===== src/rtl/n_bit_cla_subtractor_pipeline_pkg.sv =====
// Shared widths for the CLA adder/subtractor datapath slice.
package n_bit_cla_subtractor_pipeline_pkg;

  localparam int DEFAULT_DATA_WID = 32;

  function automatic int half_wid(input int data_wid);
    return data_wid / 2;
  endfunction

endpackage


===== src/rtl/n_bit_cla_subtractor_pipeline_cla_adder.sv =====
// Combinational N-bit carry-lookahead adder; each carry is a flat
// sum-of-products over generate/propagate terms rather than a ripple chain.
module n_bit_cla_subtractor_pipeline_cla_adder #(
  parameter int WID = 16
) (
  input  logic [WID-1:0] in1,
  input  logic [WID-1:0] in2,
  input  logic           carry_in,
  output logic [WID-1:0] sum,
  output logic           carry_out
);

  logic [WID-1:0] gen;
  logic [WID-1:0] prop;
  logic [WID:0]   carry;

  assign gen  = in1 & in2;
  assign prop = in1 ^ in2;

  // c[i+1] = OR_j ( g[j] & p[j+1..i] ) | ( p[0..i] & carry_in )
  always_comb begin
    logic term;
    logic acc;
    carry    = '0;
    carry[0] = carry_in;
    for (int unsigned i = 0; i < WID; i++) begin
      acc = 1'b0;
      for (int unsigned j = 0; j <= i; j++) begin
        term = gen[j];
        for (int unsigned k = j + 1; k <= i; k++) begin
          term = term & prop[k];
        end
        acc = acc | term;
      end
      term = carry_in;
      for (int unsigned k = 0; k <= i; k++) begin
        term = term & prop[k];
      end
      carry[i+1] = acc | term;
    end
  end

  assign sum       = prop ^ carry[WID-1:0];
  assign carry_out = carry[WID];

endmodule


===== src/rtl/n_bit_cla_subtractor_pipeline.sv =====
// Two-stage pipelined subtractor (in1 - in2 - borrow_in) with carry-select
// high half and valid/ready flow control.
module n_bit_cla_subtractor_pipeline
  import n_bit_cla_subtractor_pipeline_pkg::*;
#(
  parameter int DATA_WID = DEFAULT_DATA_WID
) (
  input  logic                clock,
  input  logic                reset,
  input  logic                in_valid,
  output logic                in_ready,
  input  logic [DATA_WID-1:0] in1,
  input  logic [DATA_WID-1:0] in2,
  input  logic                borrow_in,
  output logic                out_valid,
  input  logic                out_ready,
  output logic [DATA_WID-1:0] diff,
  output logic                borrow_out,
  output logic                overflow,
  output logic                zero
);

  localparam int HALF_WID = half_wid(DATA_WID);
  localparam int MSB      = DATA_WID - 1;

  logic [DATA_WID-1:0] in1_a;
  logic [DATA_WID-1:0] in2_a;
  logic                borrow_a;
  logic                valid_a;
  logic                adv_b;

  logic [DATA_WID-1:0] in2_inv;
  logic [HALF_WID-1:0] sum_lo;
  logic [HALF_WID-1:0] sum_hi0;
  logic [HALF_WID-1:0] sum_hi1;
  logic                c_lo;
  logic                c_hi0;
  logic                c_hi1;
  logic [DATA_WID-1:0] diff_b;
  logic                borrow_b;
  logic                overflow_b;

  assign adv_b    = ~out_valid | out_ready;
  assign in_ready = ~valid_a | adv_b;

  always_ff @(posedge clock or negedge reset) begin
    if (!reset) begin
      in1_a    <= '0;
      in2_a    <= '0;
      borrow_a <= 1'b0;
      valid_a  <= 1'b0;
    end else if (in_valid && in_ready) begin
      in1_a    <= in1;
      in2_a    <= in2;
      borrow_a <= borrow_in;
      valid_a  <= 1'b1;
    end else if (adv_b) begin
      valid_a  <= 1'b0;
    end
  end

  // a - b - bin == a + ~b + ~bin; the carry out is the inverted borrow
  assign in2_inv = ~in2_a;

  n_bit_cla_subtractor_pipeline_cla_adder #(.WID(HALF_WID)) u_cla_lo (
    .in1       (in1_a[HALF_WID-1:0]),
    .in2       (in2_inv[HALF_WID-1:0]),
    .carry_in  (~borrow_a),
    .sum       (sum_lo),
    .carry_out (c_lo)
  );

  n_bit_cla_subtractor_pipeline_cla_adder #(.WID(HALF_WID)) u_cla_hi0 (
    .in1       (in1_a[DATA_WID-1:HALF_WID]),
    .in2       (in2_inv[DATA_WID-1:HALF_WID]),
    .carry_in  (1'b0),
    .sum       (sum_hi0),
    .carry_out (c_hi0)
  );

  n_bit_cla_subtractor_pipeline_cla_adder #(.WID(HALF_WID)) u_cla_hi1 (
    .in1       (in1_a[DATA_WID-1:HALF_WID]),
    .in2       (in2_inv[DATA_WID-1:HALF_WID]),
    .carry_in  (1'b1),
    .sum       (sum_hi1),
    .carry_out (c_hi1)
  );

  assign diff_b     = {(c_lo ? sum_hi1 : sum_hi0), sum_lo};
  assign borrow_b   = ~(c_lo ? c_hi1 : c_hi0);
  assign overflow_b = (in1_a[MSB] != in2_a[MSB]) && (diff_b[MSB] != in1_a[MSB]);

  always_ff @(posedge clock or negedge reset) begin
    if (!reset) begin
      out_valid  <= 1'b0;
      diff       <= '0;
      borrow_out <= 1'b0;
      overflow   <= 1'b0;
      zero       <= 1'b0;
    end else if (adv_b) begin
      out_valid  <= valid_a;
      diff       <= diff_b;
      borrow_out <= borrow_b;
      overflow   <= overflow_b;
      zero       <= (diff_b == '0);
    end
  end

endmodule


===== config.mk =====
export PLATFORM = sky130hd
export DESIGN_NAME = n_bit_cla_subtractor_pipeline
export DESIGN_NICKNAME = d
export VERILOG_FILES = /design/src/rtl/n_bit_cla_subtractor_pipeline_pkg.sv /design/src/rtl/n_bit_cla_subtractor_pipeline_cla_adder.sv /design/src/rtl/n_bit_cla_subtractor_pipeline.sv
export SDC_FILE = /design/constraint.sdc
export NUM_CORES = 1
export LEC_CHECK = 0
export CORE_UTILIZATION = 44
export CTS_CLUSTER_DIAMETER = 120
export DETAILED_ROUTE_END_ITERATION = 7
export PLACE_DENSITY = 0.8
export SYNTH_ARGS = -nofsm -noshare
export SYNTH_HDL_FRONTEND = slang
export SYNTH_SLANG_ARGS = --single-unit

===== constraint.sdc =====
create_clock -name clock -period 3.3 [get_ports clock]
set_clock_uncertainty 0.1 [all_clocks]
set_input_delay 0.66 -clock clock [delete_from_list [all_inputs] [get_ports clock]]
set_output_delay 0.66 -clock clock [all_outputs]
set_load 0.01 [all_outputs]

* Word level (Yosys, flattened, before mapping)
Cells that the tools add are included.
** Cells by class
- Equality and inequality tests :: 2
- Muxes and demuxes :: 4
- Bitwise gates (word level) :: 557
- Reduce and logical (&&, ||, !) cells :: 4
** Operator list (number)
- $or A1 B1 Y1 :: 274
- $and A1 B1 Y1 :: 271
- $xor A16 B16 Y16 :: 5
- $and A16 B16 Y16 :: 2
- $logic_not A32 Y1 :: 1
- $not A32 Y32 :: 1
- $mux W16 :: 1
- $not A1 Y1 :: 4
- $mux W1 :: 3
- $logic_and A1 B1 Y1 :: 2
- $ne A1 B1 Y1 :: 2
- $reduce_bool A2 Y1 :: 1
** Word-level totals
- Flip-flop bits (word level) :: 102
- Input port bits :: 69
- Output and inout port bits :: 37
- Logic and storage cells :: 576

* Depth between registers and ports, before layout
Gate-level depths: netlist (run 1).
- Word-level depth :: 36
- Mapped depth :: 13
- Mapped depth without buffers :: 13

* Hierarchy
From an unflattened synthesis (run 1), not the netlist that was laid out.
** Unflattened totals
- Cell total of the unflattened synthesis :: 626
- Area, all modules :: 6561.3 um2
** By module, submodules not included
- n_bit_cla_subtractor_pipeline :: times used 1, cells an instance 351, area an instance 4485.6 um2, sequential area each 2552.4 um2
- n_bit_cla_subtractor_pipeline_cla_adder (u_cla_hi1 ...) :: times used 2, cells an instance 97, area an instance 703.2 um2, sequential area each 0.0 um2
- n_bit_cla_subtractor_pipeline_cla_adder (u_cla_hi0) :: times used 1, cells an instance 81, area an instance 669.4 um2, sequential area each 0.0 um2

* Worst setup path before layout (run 1)
OpenSTA, ideal clock, no wires.
- Path type :: register to register
- Start :: register in1_a[1]
- End :: register zero
- Setup time :: 65 ps
- Arrival :: 2775 ps
- Data required time :: 3135 ps
- Path slack :: 359 ps
- Cell stages (with the launch flop) :: 12
- Buffers on the path :: 0
- Period minus slack after synthesis :: 2941 ps
- Cell sequence :: dfrtp_1 -> ha_1 -> a211oi_2 -> o31ai_4 -> nor4_1 -> nor3_1 -> or4_1 -> and3_1 -> nand4b_4 -> nor4_2 -> and4_1 -> a22o_1
** Between the ends
- Cells in the longest elaborated chain, start to end :: 34
- Elaborated cells between the ends (all ways) :: 184
- Those cells by class :: 1 x mux; 182 x bitwise; 1 x reduce/logical
** Ends and longest elaborated chain
- from (decl) :: line n_bit_cla_subtractor_pipeline.sv:26 : logic [DATA_WID-1:0] in1_a;
- from (signal assigned) :: line n_bit_cla_subtractor_pipeline.sv:53 : in1_a <= in1;
- $xor A16 B16 Y16 :: line n_bit_cla_subtractor_pipeline_cla_adder.sv:18 : assign prop = in1 ^ in2;
- $and A1 B1 Y1 (15 in series) :: line n_bit_cla_subtractor_pipeline_cla_adder.sv:31 : term = term & prop[k];
- $or A1 B1 Y1 (15 in series) :: line n_bit_cla_subtractor_pipeline_cla_adder.sv:33 : acc = acc | term;
- $or A1 B1 Y1 :: line n_bit_cla_subtractor_pipeline_cla_adder.sv:39 : carry[i+1] = acc | term;
- $mux W16 :: line n_bit_cla_subtractor_pipeline.sv:89 : assign diff_b = {(c_lo ? sum_hi1 : sum_hi0), sum_lo};
- $logic_not A32 Y1 * :: line n_bit_cla_subtractor_pipeline.sv:105 : zero <= (diff_b == '0);
- to (signal assigned) :: line n_bit_cla_subtractor_pipeline.sv:105
- to (decl) :: line n_bit_cla_subtractor_pipeline.sv:20 : output logic zero
Every way passes the cells marked *; elsewhere a longest branch is shown, timed or not.
A chain may end at the register's enable or synchronous reset.

* Worst setup path after layout (run 1)
- Start :: register in1_a[0]
- End :: register zero
** Between the ends
- Cells in the longest elaborated chain, start to end :: 34
- Elaborated cells between the ends (all ways) :: 172
- Those cells by class :: 1 x mux; 170 x bitwise; 1 x reduce/logical
** Ends and longest elaborated chain
- $and A16 B16 Y16 :: line n_bit_cla_subtractor_pipeline_cla_adder.sv:17 : assign gen = in1 & in2;
- $and A1 B1 Y1 (15 in series) :: line n_bit_cla_subtractor_pipeline_cla_adder.sv:31
- $or A1 B1 Y1 (15 in series) :: line n_bit_cla_subtractor_pipeline_cla_adder.sv:33
- $or A1 B1 Y1 :: line n_bit_cla_subtractor_pipeline_cla_adder.sv:39
- $mux W16 :: line n_bit_cla_subtractor_pipeline.sv:89
- $logic_not A32 Y1 * :: line n_bit_cla_subtractor_pipeline.sv:105
Marks and branches as above.

==> results_dict.tcl, run 1 <==
set metrics [dict create \
    synthesis.area_um2 5700 \
    first_global_vias 4413 \
    finalMaxSlewViolations 0 \
    slew-limit-headroom 0.590 \
    timing.final.ws_setup_ns 0.103 \
    postSynthNetCount 631 \
    synth_top_cell_by_area "dfrtp_1" \
    syn_to_final_growth_pct 28.9 \
    drive_gt1_frac 0.213 \
    critical_path_required_ns 3.45 \
    power_density_nw_per_um2 682 \
    die_height_um 116 \
    hold_path.class "in2async" \
    portBuffers 105 \
    final-hold-violation-count 0 \
    post_drt_via_cell_ratio 5.35 \
    arrival_ns 3.34 \
    gr-total-overflow 0 \
    finalWorstPathRequiredPeriod_ns 3.20 \
    accumulated_negative_setup_slack_ns 0 \
    drt-pass1-iter-count 4 \
    timing.final.crit_share 0.969 \
    cp-startpoint "in1_a[0]" \
    crit_fanout 7 \
    synth-warning-count 0 \
    synth-main-ff-cell "dfrtp_1" \
    worstReg2RegEnd "zero" \
    final_cells 816 \
    r2r_cells 12 \
    dpl.cell_count 794 \
    setup.reg_to_reg.worst_slack_ns 0.10 \
    cts_root_buf "clkbuf_16" \
    totalWireLength_um 13000 \
    synth_top_area_frac 0.448 \
    post-route-drc-count 0 \
    syn-mean-instance-area_um2 10.8 \
    achievable-frequency_mhz 313 \
    antenna_cells 0 \
    kind_of_start_point_of_the_critical_path "register" \
    global_route_wire_length_before_repair_um 21100 \
    cts.path.max_buffers 2 \
    outcome "finished clean" \
    cts_num_sinks 102 \
    worst_ir_drop_on_vdd_mv 0.269 \
    cts_tree "yes" \
    drt.antenna.violating_nets 0 \
    netlist_top_cells_area "dfrtp_1, mux2_2, ha_1, xor2_1, nand2_1" \
    final_core_utilization 0.582 \
    synth-edff-count 0 \
    tritoncts.num_buffers 9 \
    detailedRoute.firstIterationViolations 209 \
    final_nets 743 \
    wl_per_cell_um 15.9 \
    cts_hold_repair.buffers 0 \
    static-leakage-power_nw 3.21 \
    floorplan.die.width_um 116 \
    setup_violations 0 \
    synth.top_cells.by_count "dfrtp_1, mux2_2, nand2_1, inv_1, ha_1" \
    worstSetupEndpointType "register" \
    place_congestion 0.886 \
    synth_cells 527 \
    post-layout-total-power_w 0.00501 \
    via_count 4365 \
    synth.ff_latch_count 102 \
    grt_max_degree 66 \
    worst_setup_path_endpoint "zero" \
    worst_slew_pin_slew_ns 0.616 \
    yosysUniqueCellTypes 63 \
    detailedPlace.worstSlack_ns 0.0785 \
    placeableCoreArea_um2 12600 \
    gr-usage-all-layers 0.204 \
    ys_async_sr_fraction 1.00 \
    insertion_delay_ns 0.35 \
    grt_antenna_before_repair 0 \
    start_util 0.451 \
    boundary_pin_count 106 \
    synth_seq_area_share 0.448 \
    yosysMostFrequentCell "dfrtp_1" \
    design.die.area_um2 13400 \
    cap_viol_max_count 0 \
    r2r-start "in1_a[0]" \
    worst-setup-path-type "reg2reg" \
    cts.htree.levels 3 \
    rows 41 \
    hpwlAfterDp_um 9690 \
    clkSlewWorstSetupHoldPaths_ns 0.07 \
]
-- kinds of logic (layout without fill, tap and decap cells) --
group           after synthesis  count (layout)  synth area share
fa+ha+maj                    35              35            0.0782
flops                       102             102             0.448
xor+xnor                     27              27            0.0415
buf+inv                      55             172            0.0376
compound gates               97              97             0.126
mux                          69              69             0.136
simple gates                142             142             0.132
-- report_power, final --
part	total, W	switching [W]	internal [W]
registers	0.00177	0.000202	0.00157
logic	0.00224	0.00111	0.00113
clock network	0.000997	0.000446	0.000552
-- critical path, cell delays in order (launching register included) --
cell and delay [ns]:
dfrtp_1 0.40, ha_1 0.30, ha_1 0.20, nand3_1 0.15
nor2_4 0.08, o31a_4 0.39, a21oi_4 0.29, o311a_4 0.25
o21ai_1 0.09, xnor2_1 0.33, nor4_2 0.11, and4_1 0.22
a22o_1 0.19
-- per-layer routing --
metal  track usage  up-vias  wire [um]
li1              -     2077          -
met5             0        -          0
met4        0.0872        0        299
met2         0.354      120       6550
met1         0.247     2145       5500
met3        0.0382       23        621
-- cells in the final DEF, fill, tap and decap left out, types with 4 or more instances in the layout --
cell and instances:
nor2b_1 6, a21oi_1 22, dfrtp_1 102, and2_1 4, ha_1 33, inv_1 38
xnor2_1 8, xor2_1 19, nand2_1 40, o21a_1 8, buf_4 12, nor3_1 11
o21ai_0 17, clkdlybuf4s50_1 104, nand3_1 8, nand2b_1 7, nor2_1 29, o31ai_1 7
or2_2 4, a21o_1 7, clkbuf_16 9, mux2_2 69
-- cell type report --
class | instances | area [um2]
Clock buffer | 13 | 260
Clock inverter | 3 | 18.8
Fill cell | 1112 | 5280
Inverter | 38 | 143
Multi-Input combinational cell | 370 | 2980
Sequential cell | 102 | 2550
Tap cell | 172 | 215
Timing Repair Buffer | 118 | 1170
-- worst min path at each step --
| stage | start | endpoint | slack [ns] | cells past startpoint |
|---|---|---|---|---|
| 3_5_place_dp | valid_a | out_valid | 0.36 | 1 |
| 6_report | reset | in1_a[31] | 0.21 | 1 |
| 5_1_grt | reset | in2_a[30] | 0.27 | 1 |
| 2_1_floorplan | reset | borrow_a | 0.26 | 0 |
| 4_1_cts | reset | in1_a[31] | 0.24 | 1 |
| 3_3_place_gp | valid_a | out_valid | 0.35 | 1 |
-- flip-flops by register name, indices dropped and copies added, names as in the netlist --
| register | cells |
|---|---|
| borrow_a | 1 |
| borrow_out | 1 |
| diff | 32 |
| in1_a | 32 |
| in2_a | 32 |
| out_valid | 1 |
| overflow | 1 |
| valid_a | 1 |
| zero | 1 |
-- through the flow --
stage / instance area [um2] / hold WS, ns
after floorplan: 5700 / 0.264
after global placement: 6970 / 0.349
after detailed placement: 6970 / 0.360
after CTS: 7250 / 0.236
after global routing: 7340 / 0.268
final: 7340 / 0.211
-- timing repair --
item	in CTS	in global routing
setup buffers	0	6
resized for setup	0	10
endpoints found under the setup margin	0	4
Note: power is estimated with default switching activity, not from simulation.
==> run 2: changes to the inputs <==
--- a/config.mk
+++ b/config.mk
@@ -5,6 +5,7 @@
 export SDC_FILE = /design/constraint.sdc
 export NUM_CORES = 1
 export LEC_CHECK = 0
+export CAP_MARGIN = 10
 export CORE_UTILIZATION = 44
 export CTS_CLUSTER_DIAMETER = 120
 export DETAILED_ROUTE_END_ITERATION = 7
==> results of run 2 <==
The final DEF is identical to that of run 1; final timing and power are the same.
